`config.mk`:
```
export PLATFORM = sky130hd
export DESIGN_NAME = apb_gpu_master
export DESIGN_NICKNAME = d
export VERILOG_FILES = /design/src/rtl/apb_gpu_master.sv
export SDC_FILE = /design/constraint.sdc
export NUM_CORES = 1
export LEC_CHECK = 0
export ABC_AREA = 1
export CELL_PAD_IN_SITES_DETAIL_PLACEMENT = 1
export CELL_PAD_IN_SITES_GLOBAL_PLACEMENT = 2
export CORE_MARGIN = 10
export CORE_UTILIZATION = 36
export DETAILED_ROUTE_END_ITERATION = 8
export PLACE_DENSITY = 0.87
export SLEW_MARGIN = 20
export SYNTH_ARGS = -nofsm -noshare
export SYNTH_HDL_FRONTEND = slang
export SYNTH_SLANG_ARGS = --single-unit
```
`constraint.sdc`:
```
create_clock -name clk -period 6.5 [get_ports clk]
set_clock_uncertainty 0.05 [all_clocks]
set_input_delay 0.65 -clock clk [delete_from_list [all_inputs] [get_ports clk]]
set_output_delay 0.65 -clock clk [all_outputs]
set_load 0.05 [all_outputs]
```
`src/rtl/apb_gpu_master.sv`:
```
// APB write initiator feeding the GPU command register.
// Buffers {opcode, parameters} commands and issues one APB write each.
module apb_gpu_master #(
   parameter int unsigned FIFO_DEPTH = 4,
   parameter logic [31:0] GPU_ADDR   = 32'h0000_0000,
   parameter int unsigned MAX_WAIT   = 15
) (
   input  logic                          clk,
   input  logic                          rst,
   input  logic                          cmd_valid_i,
   output logic                          cmd_ready_o,
   input  logic [3:0]                    opcode_i,
   input  logic [24:0]                   parameters_i,
   output logic [31:0]                   pAddr_o,
   output logic [31:0]                   pDataWrite_o,
   output logic                          pSel_o,
   output logic                          pEnable_o,
   output logic                          pWrite_o,
   input  logic                          pReady_i,
   output logic                          busy_o,
   output logic                          err_o,
   output logic [$clog2(FIFO_DEPTH):0]   count_o
);

   localparam int unsigned AW = $clog2(FIFO_DEPTH);
   localparam int unsigned CW = AW + 1;
   localparam int unsigned WW = $clog2(MAX_WAIT + 1);
   localparam logic [CW-1:0] FULL  = CW'(FIFO_DEPTH);
   localparam logic [WW-1:0] WLAST = WW'(MAX_WAIT - 1);

   typedef enum logic [1:0] {
      IDLE,
      SETUP,
      ACCESS
   } state_e;

   state_e        state_q, state_d;
   logic [28:0]   mem_q [FIFO_DEPTH];
   logic [AW-1:0] wr_ptr_q, rd_ptr_q, rd_nxt;
   logic [CW-1:0] count_q;
   logic [WW-1:0] wait_q, wait_d;
   logic          push, pop, abort;
   logic [28:0]   head;

   logic          psel_q, psel_d;
   logic          penable_q, penable_d;
   logic          pwrite_q, pwrite_d;
   logic [31:0]   paddr_q, paddr_d;
   logic [31:0]   pdata_q, pdata_d;
   logic          err_q, err_d;

   assign cmd_ready_o = (count_q != FULL);
   assign push        = cmd_valid_i & cmd_ready_o;
   assign rd_nxt      = rd_ptr_q + 1'b1;

   always_comb begin
      state_d = state_q;
      wait_d  = wait_q;
      pop     = 1'b0;
      abort   = 1'b0;
      unique case (state_q)
         IDLE: begin
            if (count_q != '0) state_d = SETUP;
         end
         SETUP: begin
            state_d = ACCESS;
            wait_d  = '0;
         end
         ACCESS: begin
            if (pReady_i) begin
               pop     = 1'b1;
               state_d = (count_q > CW'(1)) ? SETUP : IDLE;
            end else if (wait_q == WLAST) begin
               pop     = 1'b1;
               abort   = 1'b1;
               state_d = IDLE;
            end else begin
               wait_d = wait_q + 1'b1;
            end
         end
         default: state_d = IDLE;
      endcase
   end

   // A back-to-back SETUP must present the entry behind the one being popped.
   always_comb begin
      head      = pop ? mem_q[rd_nxt] : mem_q[rd_ptr_q];
      psel_d    = (state_d != IDLE);
      penable_d = (state_d == ACCESS);
      pwrite_d  = psel_d;
      paddr_d   = psel_d ? GPU_ADDR : 32'h0;
      err_d     = abort;
      pdata_d   = 32'h0;
      if (state_d == SETUP) begin
         pdata_d = {head[28:25], 3'b000, head[24:0]};
      end else if (state_d == ACCESS) begin
         pdata_d = pdata_q;
      end
   end

   always_ff @(posedge clk) begin
      if (push) mem_q[wr_ptr_q] <= {opcode_i, parameters_i};
   end

   always_ff @(posedge clk) begin
      if (rst) begin
         state_q   <= IDLE;
         wr_ptr_q  <= '0;
         rd_ptr_q  <= '0;
         count_q   <= '0;
         wait_q    <= '0;
         psel_q    <= 1'b0;
         penable_q <= 1'b0;
         pwrite_q  <= 1'b0;
         paddr_q   <= 32'h0;
         pdata_q   <= 32'h0;
         err_q     <= 1'b0;
      end else begin
         state_q   <= state_d;
         wait_q    <= wait_d;
         if (push) wr_ptr_q <= wr_ptr_q + 1'b1;
         if (pop) rd_ptr_q <= rd_nxt;
         count_q   <= count_q + CW'(push) - CW'(pop);
         psel_q    <= psel_d;
         penable_q <= penable_d;
         pwrite_q  <= pwrite_d;
         paddr_q   <= paddr_d;
         pdata_q   <= pdata_d;
         err_q     <= err_d;
      end
   end

   assign pSel_o       = psel_q;
   assign pEnable_o    = penable_q;
   assign pWrite_o     = pwrite_q;
   assign pAddr_o      = paddr_q;
   assign pDataWrite_o = pdata_q;
   assign err_o        = err_q;
   assign count_o      = count_q;
   assign busy_o       = (state_q != IDLE) | (count_q != '0);

endmodule

```
* Yosys cells after proc, flatten, opt, wreduce, memory -nomap -nowiden
Memories as Yosys holds them, arrays and structs flattened. A register that Yosys moved wholly into a read port is not among the register bits.
Index checks and enable logic that the tools add are counted.
** Storage, ports and cells
- Output and inout bits :: 73
- Register bits after elaboration :: 45
- Input port bits :: 33
- Memories :: 1
- Bits in writable memories :: 116
** Operators by class
- Bitwise operators :: 3
- Add/subtract/negate cells :: 5
- Magnitude comparators :: 1
- Reductions and logical operators :: 7
- Eq/ne operators :: 9
- Muxes and demuxes :: 18
** Memory list
- mem_q :: words 4, width 29, rd ports 2, clocked after Yosys merged registers in 1, wr ports 1, RTL line 38 : logic [28:0] mem_q [FIFO_DEPTH];
** Operators by type and width (count)
- two-way mux 32 bit :: 2
- two-way mux 29 bit :: 1
- two-way mux 2 bit :: 5
- two-way mux 4 bit :: 2
- one-hot mux 4 bit (2 select lines) :: 1
- two-way mux 1 bit :: 6
- one-hot mux 2 bit (3 select lines) :: 1
- nonzero test 2 bit :: 3
- adder 2 x 1 -> 2 bit, second input constant :: 2
- adder 4 x 1 -> 4 bit, second input constant :: 1
- == test 2 x 1 -> 1 bit, second input constant :: 2
- == test 2 bit, second input constant :: 2
- == test 4 bit, second input constant :: 1
- != test 2 bit, second input constant :: 2
- adder 3 x 1 -> 3 bit :: 1
- greater-than comparator 3 x 1 -> 1 bit, second input constant :: 1
- != test 3 bit, second input constant :: 1
- AND reduction 3 bit :: 1
- nonzero test 3 bit :: 1
- OR reduction 3 bit :: 1
- subtractor 3 x 1 -> 3 bit :: 1
- zero test 2 bit :: 1
- != test 2 x 1 -> 1 bit, second input constant :: 1
- AND 1 bit :: 1
- other kinds (2) :: 2

* Logic depth before layout (Yosys ltp)
Gate-level depths: netlist of the first run.
- Depth in word-level cells :: 7
- Mapped depth :: 14
- Gate-level depth less buffers :: 13

* Least setup slack after synthesis of the first run
No wires, ideal clock.
- Kind :: flip-flop to flip-flop
- Start :: register count_q[1], in the netlist count_o[1]
- End :: memory mem_q[0][0], enable pin
- Arrival :: 2911 ps
- Setup time :: 415 ps
- Buffers on the path :: 0
- Setup slack :: 3124 ps
- Cell stages (with the launch flop) :: 5
- Cell sequence :: dfxtp_1 -> inv_1 -> nand3_1 -> nand2_1 -> nor2_1
** On the way
- Cells in the longest elaborated chain, start to end :: 4
** RTL lines
- start, declared :: RTL line 40 : logic [CW-1:0] count_q;
- start signal, assigned :: RTL line 123 : count_q <= count_q + CW'(push) - CW'(pop);
- != test 3 bit :: RTL line 52 : assign cmd_ready_o = (count_q != FULL);
- net cmd_ready_o :: RTL line 11 : output logic cmd_ready_o,
- AND 1 bit :: RTL line 53 : assign push = cmd_valid_i & cmd_ready_o;
- two-way mux 1 bit :: RTL line 102 : if (push) mem_q[wr_ptr_q] <= {opcode_i, parameters_i};
- two-way mux 1 bit (not written as such) :: RTL line 102
- end, declared :: RTL line 38
The timed path passes the listed nets, and every way through them passes these cells.

* Worst setup path in the final report of the first run
- Start :: input port pReady_i
- End :: register count_q[2], in the netlist count_o[2]
** On the way
- Cells in the longest elaborated chain, start to end :: 3
** RTL lines
- start, declared :: RTL line 19 : input logic pReady_i,
- two-way mux 1 bit :: RTL line 70 : if (pReady_i) begin
- two-way mux 1 bit :: RTL line 61 : unique case (state_q)
- subtractor 3 x 1 -> 3 bit :: RTL line 123
Every way passes these cells.
A chain may end at the register's enable or synchronous reset.

==> results.cfg, run 1 <==
[synth]
synth_warnings = 0
ys_seq_area_share_pct = 55.6
yosysMostFrequentCell = nand2_1
synthFlopType = edfxtp_1
ys_ff_latch = 163
async_reset_ff_share_pct = 0
synthesis.area_sq_um = 7960
synth_common_cells = 351 x nand2_1, 116 x edfxtp_1, 81 x nand3_1
ys_top_cells_by_area = edfxtp_1 44%, nand2_1 17%, dfxtp_1 12%, nand3_1 5.1%, buf_4 3.9%
synth_top_area_cell = edfxtp_1
synth_edf_count = 116
netlist_instances = 922
synth_top_area_share_pct = 43.8
synthDistinctLibCells = 33
postSynthAreaPerCell_sq_um = 8.63

[run_status]
status = completed

[power]
power.leakage_nw = 3.83
totalPowerFinal_mw = 3.53
peakVddDrop_mv = 0.185
p_per_area_nw_per_um2 = 383

[place]
dp_slack_ns = 2.88
place_congestion = 0.738
dp.cells = 1234
placed_cell_area_sq_um = 8680
dp_hpwl_microns = 13200
portBuffers = 70

[cells_and_area]
fillers = 2550
stdcell_area_sq_um = 9230
drive_gt1_share_pct = 6.80
nets = 1017
final_cell_count_no_fill = 1266
antenna_cells = 0
area_growth_pct = 15.9
fin_util_pct = 42.4

[worst_setup_path]
path_cells = clkdlybuf4s50_1, inv_2, nand2_2, nand2_4, inv_2, ha_1, inv_1, ha_1, inv_1, fa_1, xnor2_1, nor2_1
r2r_start = wait_q[1]
cp_slowest_stage_delay_ns = 0.60
cp_data_required_time_ns = 6.74
crit_path_start_kind = input pin
arrival_ns = 3.40
critPathSlowestCell = inv_2
path_buf_inv = 5
path_class = input pin to flop
cp-startpoint = pReady_i
worstPathMaxFanout = 35
crit_family = buffers and inverters
endpoint_kind = flop

[detailed_routing]
drt_pre_antenna_iters = 4
totalWireLength_microns = 22200
via_count = 6169
remaining_drc_errors = 0
vias_per_cell = 4.87
postRouteAntennaNets = 0
wl_per_cell_microns = 17.5
drt_iter0_drc = 298

[sta]
fin_ws_ns = 3.34
tightest_slew_ns = 1.05
period_needed_ns = 3.16
max_freq_ghz = 0.316
rsz0062_at_grt = no
finalCritPeriodShare_pct = 48.6
hold_ws_ns = 0.403
setup_viol = 0
slew_violations = 0
hold_violations = 0
maxSlewHeadroom_pct = 29.6
tns_ns = 0

[floorplan]
die_height_microns = 169
pin_count = 106
num_rows = 54
start_util_pct = 36.6
dieArea_sq_um = 28500
die_w_microns = 169
core_sq_um = 21800

[clock_network]
cts-root-buf = clkbuf_16
cts_tree = yes
ctsResizeCount = 0
cts_buffers = 17
h-tree-depth = 4
hold_buffers = 0
cts_sinks = 163
cts_buffer_depth = 2
clk_latency_ns = 0.44
post_cts_buffers = 0
clkTransAtPathRegs_ns = 0.06

[global_route]
grt_overflow = 0
grt_start_max_net_pins = 65
antenna_found_initial = 0
grt_pass1_wl_microns = 35200
grt_pass1_vias = 6610
grt_use_total_pct = 15.5

[min_path]
hp-class = flop to flop
min_from = pDataWrite_o[4]

[flow_run]
maxCapViolCount = 0
power by group:
part	leakage [nW]	switching, mW	internal, mW	total [mW]
Sequential	1.45	0.0878	1.27	1.36
Combinational	2.12	0.892	0.349	1.24
Clock	0.266	0.414	0.519	0.933
Total	3.83	1.39	2.14	3.53
layout make-up:
class,count,area [sq um],share of cell area (%)
clock inverters,11,77.6,0.841
multi-input cells,643,2880,31.2
inverters,71,269,2.92
flip-flops and latches,163,4430,48.0
repair buffers,77,753,8.16
clock buffers,21,470,5.10
well taps,280,350,3.80
logic make-up after synthesis:
family / synth area share [%]
xor gates and xnor gates: 0.220
DFF: 55.6
other: 0.0471
and+or+nand+nor: 28.0
AOI/OAI and AO/OA: 4.34
buffers and inverters: 9.98
adders and majority gates: 1.82
worst register-to-register path: cells and delay by family, from the launching register on:
| kind | cells | cell delay, ns |
|---|---|---|
| buffers and inverters | 3 | 0.74 |
| AND/OR/NAND/NOR | 4 | 0.55 |
| adder cells (fa/ha/maj) | 4 | 1.05 |
| XOR/XNOR | 1 | 0.16 |
| flip-flops | 1 | 0.38 |
final timing paths:
kind                                        end  slack, ns  depth (start not counted)
worst min register to register  pDataWrite_o[4]       0.40                          2
worst min-delay path            pDataWrite_o[4]       0.40                          2
worst max register to register       count_o[2]       3.44                         12
worst max-delay path                 count_o[2]       3.34                         12
routing by layer:
layer,part of all wire (%),vias up,track usage [%],routed length [microns]
met5,0,-,0,0
met4,1.1,0,4.69,238
met3,5.0,18,3.43,1110
met2,51,130,27.7,11300
met1,43,2995,18.1,9510
li1,-,3026,-,-
layout by cell type (no fill, tap or decap), types with 8 or more instances in the layout:
master	n
nand2_1	351
edfxtp_1	116
nand3_1	81
clkdlybuf4s50_1	70
nor2_1	66
inv_1	62
dfxtp_1	45
conb_1	35
a21oi_1	22
o21ai_0	21
nand4_1	18
clkbuf_16	17
ha_1	10
o21ai_1	9
inv_2	8
state kept, by name (all words and copies together) (netlist names), named ones only:
| register | cells |
|---|---|
| pDataWrite_o | 29 |
| state_q | 2 |
| rd_ptr_q | 2 |
| err_o | 1 |
| pWrite_o | 1 |
| pEnable_o | 1 |
| wait_q | 4 |
| wr_ptr_q | 2 |
| mem_q | 116 |
| count_o | 3 |
Power figures use the tool's default switching activity.
==> run 2: changes to the inputs <==
Settings changed: CORE_UTILIZATION 36 to 33, PLACE_DENSITY 0.87 to 0.81.
Clock period 6.5 ns to 3.05 ns, I/O delays scaled along.
==> run 2 against run 1 <==
Compared with the run above: final cell count grew 4.2%; non-clock buffer count grew 14; via count grew 0.19%; worst hold slack gained 0.0013 ns; largest power group unchanged; largest cell class unchanged; register-to-register slack lost 2.6 ns; cell area grew 2.9%.
==> results.cfg, run 2 (synthesized netlist as in run 1, its figures left out) <==
[detailed_routing]
drt_iter0_drc = 251
totalWireLength_microns = 22900
via_count = 6181
vias_per_cell = 4.69
wl_per_cell_microns = 17.3
remaining_drc_errors = 0
drt_pre_antenna_iters = 4
postRouteAntennaNets = 0

[clock_network]
cts_buffers = 17
cts-root-buf = clkbuf_16
hold_buffers = 0
cts_sinks = 163
ctsResizeCount = 0
post_cts_buffers = 0
h-tree-depth = 4
cts_tree = yes
clkTransAtPathRegs_ns = 0.06
cts_buffer_depth = 2
clk_latency_ns = 0.44

[global_route]
grt_start_max_net_pins = 65
grt_use_total_pct = 15.0
grt_pass1_vias = 6548
grt_overflow = 0
antenna_found_initial = 0
grt_pass1_wl_microns = 36200

[sta]
hold_violations = 0
finalCritPeriodShare_pct = 74.0
max_freq_ghz = 0.443
rsz0062_at_grt = no
maxSlewHeadroom_pct = 43.6
period_needed_ns = 2.26
tightest_slew_ns = 0.845
setup_viol = 0
slew_violations = 0

[power]
peakVddDrop_mv = 0.401
comb_power_share_pct = 34.0
switching_share_pct = 38.0
p_seq_share_pct = 35.8
totalPowerFinal_mw = 8.01
p_clk_share_pct = 30.2
switching_power_mw = 3.04
p_int_mw = 4.97
p_per_area_nw_per_um2 = 844
power.leakage_nw = 3.96

[place]
placed_cell_area_sq_um = 8830
place_congestion = 0.749
dp_hpwl_microns = 14400
portBuffers = 70

[worst_setup_path]
cp_data_required_time_ns = 3.32
arrival_ns = 2.53
r2r_cells = 10
endpoint_kind = flop
worst-r2r-setup-slack_ns = 0.79
path_class = flop to flop
r2r_start = count_o[1]
worstPathMaxFanout = 9
crit_path_start_kind = flop
r2r-end = count_o[2]

[cells_and_area]
antenna_cells = 0
drive_gt1_share_pct = 8.10
largest_reg_flops = 116
final_cell_mix = 351 x nand2_1, 116 x edfxtp_1, 81 x nand3_1, 70 x clkdlybuf4s50_1, 66 x nor2_1
top_register = mem_q
area_growth_pct = 19.2
final_common_cell = nand2_1
stdcell_area_sq_um = 9490
nets = 1031

[floorplan]
dieArea_sq_um = 30700
num_rows = 56
die_height_microns = 175
pin_count = 106
core_sq_um = 23600
die_w_microns = 175
start_util_pct = 33.7

[run_status]
status = completed

[min_path]
min_from = pDataWrite_o[15]
hp-class = flop to flop
hold_end = pDataWrite_o[15]
holdPathStages = 2

[flow_run]
maxCapViolCount = 0
==> run 2: worst max-delay path: stages (launching register included) <==
cell and delay (ns):
dfxtp_1 0.38, inv_1 0.13, nand3_1 0.12, nand2_1 0.25, ha_1 0.38, inv_1 0.06
ha_1 0.13, inv_1 0.05, fa_1 0.37, xnor2_1 0.17, nor2_1 0.06
==> run 2: power groups by stage <==
stage | sequential, mW | combinational (mW) | clock, mW
3_5_place_dp | 2.92 | 2.76 | 0
3_3_place_gp | 2.91 | 2.73 | 0
2_1_floorplan | 3.44 | 1.39 | 0
4_1_cts | 2.87 | 2.77 | 2.47
5_1_grt | 2.91 | 3.00 | 2.54
6_report | 2.87 | 2.72 | 2.42
==> run 2: area by class of cell <==
cell class / count / area, sq um
sequential: 163 / 4430
inverter: 71 / 269
fill: 2798 / 14100
clock buffer: 18 / 439
clock inverter: 14 / 220
timing repair buffer: 91 / 858
multi-input combinational: 643 / 2880
tap: 319 / 399
==> run 2: worst max path at each step <==
stage,from,to,slack [ns],cells past startpoint
global route,count_o[1],count_o[2],0.57,10
global placement,cmd_valid_i,count_o[2],0.67,9
floorplan,count_o[1],mem_q[0][0],-0.33,4
detailed placement,cmd_valid_i,count_o[2],0.62,9
finish,count_o[1],count_o[2],0.79,10
CTS,count_o[1],count_o[2],0.73,10
==> run 2: stage by stage <==
stage	hold slack [ns]	cells	setup WS, ns	setup TNS [ns]	utilization, %
2_1_floorplan	0.324	956	-0.326	-37.85	-
3_3_place_gp	0.391	1287	0.669	0	37.4
3_5_place_dp	0.397	1287	0.615	0	37.4
4_1_cts	0.404	1319	0.734	0	40.2
5_1_grt	0.424	1319	0.567	0	40.2
6_report	0.404	1319	0.795	0	40.2
==> run 2: routing by layer <==
layer / global-route usage (%) / wire (microns) / share of wire (%) / up-vias
li1: - / - / - / 3056
met1: 18.7 / 10500 / 46 / 3004
met2: 25.6 / 11200 / 49 / 100
met3: 3.20 / 901 / 3.9 / 21
met4: 4.34 / 286 / 1.3 / 0
met5: 0 / 0 / 0 / -
==> run 3: changes to the inputs <==
Clock period 3.05 ns to 2.27 ns, I/O delays scaled along.
==> run 3 against run 2 <==
Compared with the run above: routed wire length rose by 3.4%; sequential share of layout area fell by 0.83 points; sequential cell count did not move; worst hold slack got worse by 0.053 ns; highest routed layer unchanged; utilization rose by 0.80 points; combinational power rose by 43%; via count rose by 1.5%; register-to-register slack got worse by 0.59 ns; first-iteration DRC count rose by 38%; critical endpoint is now busy_o; final cell count rose by 0.99%.
==> results.cfg, run 3 (synthesized netlist as in run 1, its figures left out) <==
[clock_network]
cts_sinks = 163
h-tree-depth = 4
clkTransAtPathRegs_ns = 0.07
cts_buffers = 17
clk_latency_ns = 0.43
cts_buffer_depth = 2
hold_buffers = 0
cts-root-buf = clkbuf_16
cts_tree = yes

[global_route]
grt_pass1_wl_microns = 37100
antenna_found_initial = 0
grt_pass1_vias = 6595
grt_start_max_net_pins = 65
grt_overflow = 0
grt_use_total_pct = 15.5

[cells_and_area]
fillers = 2799
final_common_cell = nand2_1
drive_gt1_share_pct = 9.58
multiInputGateArea_sq_um = 2890
area_growth_pct = 21.6
nets = 1044
antenna_cells = 0
largest_reg_flops = 116
seqCellArea_sq_um = 4430
final_cell_mix = 350 x nand2_1, 116 x edfxtp_1, 80 x nand3_1, 70 x clkdlybuf4s50_1, 66 x nor2_1
top_register = mem_q

[worst_setup_path]
r2r_cells = 13
cp_data_required_time_ns = 1.99
worstPathMaxFanout = 6
path_depth = 3
path_cells = inv_1, nand4_1, clkdlybuf4s50_1
crit_family = buffers and inverters
endpoint_kind = output pin
cp_slowest_stage_delay_ns = 0.81
path_buf_inv = 2
path_class = flop to output pin
crit_path_start_kind = flop
arrival_ns = 1.84
critPathSlowestCell = clkdlybuf4s50_1

[power]
p_clk_share_pct = 28.9
p_int_mw = 6.79
peakVddDrop_mv = 0.486
comb_power_share_pct = 35.6
totalPowerFinal_mw = 10.9
p_seq_share_pct = 35.5
switching_share_pct = 37.8
switching_power_mw = 4.12
power.leakage_nw = 4.03
p_per_area_nw_per_um2 = 1130

[floorplan]
dieArea_sq_um = 30700
num_rows = 56
die_height_microns = 175
pin_count = 106
core_sq_um = 23600
die_w_microns = 175
start_util_pct = 33.7

[flow_run]
maxCapViolCount = 0

[min_path]
holdPathStages = 2
hp-class = input pin to flop

[sta]
slew_violations = 0
tightest_slew_ns = 0.784
finalCritPeriodShare_pct = 93.4
period_needed_ns = 2.12
tns_ns = 0
max_freq_ghz = 0.472
maxSlewHeadroom_pct = 47.8
hold_violations = 0
setup_viol = 0
rsz0062_at_grt = no

[detailed_routing]
drt_pre_antenna_iters = 4
via_count = 6271
vias_per_cell = 4.71
totalWireLength_microns = 23600
postRouteAntennaNets = 0
drt_iter0_drc = 347
remaining_drc_errors = 0
wl_per_cell_microns = 17.7

[place]
place_congestion = 0.737
dp_hpwl_microns = 14700
portBuffers = 70

[run_status]
status = completed
## run 3: cell count changes in the layout (fill, tap and decap cells not counted), sizes merged
cell,previous run,this run
clkinvlp,0,3
clkbuf,18,19
inv,77,72
buf,21,34
clkinv,3,4
## run 3: layout make-up
class / instances / area share [%]
timing repair buffer: 104 / 10.8
multi-input combinational: 643 / 29.9
sequential: 163 / 45.8
inverter: 71 / 2.78
tap: 319 / 4.12
clock inverter: 13 / 2.15
clock buffer: 19 / 4.47
## run 3: metrics by stage
stage	hold WS, ns	setup slack (ns)	util, %	area (sq um)	cells
finish	0.352	0.150	41.0	9680	1332
global route	0.355	0.00702	41.0	9680	1332
CTS	0.336	0.109	41.0	9680	1332
detailed placement	0.394	0.0753	38.3	9040	1300
global placement	0.389	0.103	38.3	9040	1300
floorplan	0.246	0.000508	-	8120	956
## run 3: repair_timing
action / in CTS / in global routing
buffers inserted: 0 / 0
endpoints found under the setup margin: 0 / 1
gates resized for setup: 0 / 1
## run 3: layer usage
metal	global-route usage, %	up-vias	wire (microns)
met5	0	-	0
met4	4.38	0	270
met3	3.13	18	896
met2	27.4	100	11900
met1	18.6	3087	10500
li1	-	3066	-
## run 3: worst reg2reg max path: cells and delay by family, from the launching register on
kind / cells / cell delay [ns]
buffers and inverters: 4 / 0.18
AND/OR/NAND/NOR: 4 / 0.27
flip-flops: 1 / 0.33
XOR/XNOR: 1 / 0.16
adder cells (fa/ha/maj): 4 / 0.96
## run 3: power groups by stage
stage | logic, mW | registers, mW | clock network (mW)
after floorplan | 1.89 | 4.63 | 0
after global placement | 3.89 | 3.94 | 0
after detailed placement | 3.93 | 3.95 | 0
after CTS | 3.95 | 3.89 | 3.22
after global routing | 4.23 | 3.94 | 3.33
final | 3.89 | 3.88 | 3.15
## run 3: path summary, 6_finish.rpt
kind               startpoint                to  slack, ns
min reg2reg  pDataWrite_o[21]  pDataWrite_o[21]       0.40
max                count_o[1]            busy_o       0.15
min                  pReady_i             err_o       0.35
max reg2reg         wait_q[0]        count_o[2]       0.20
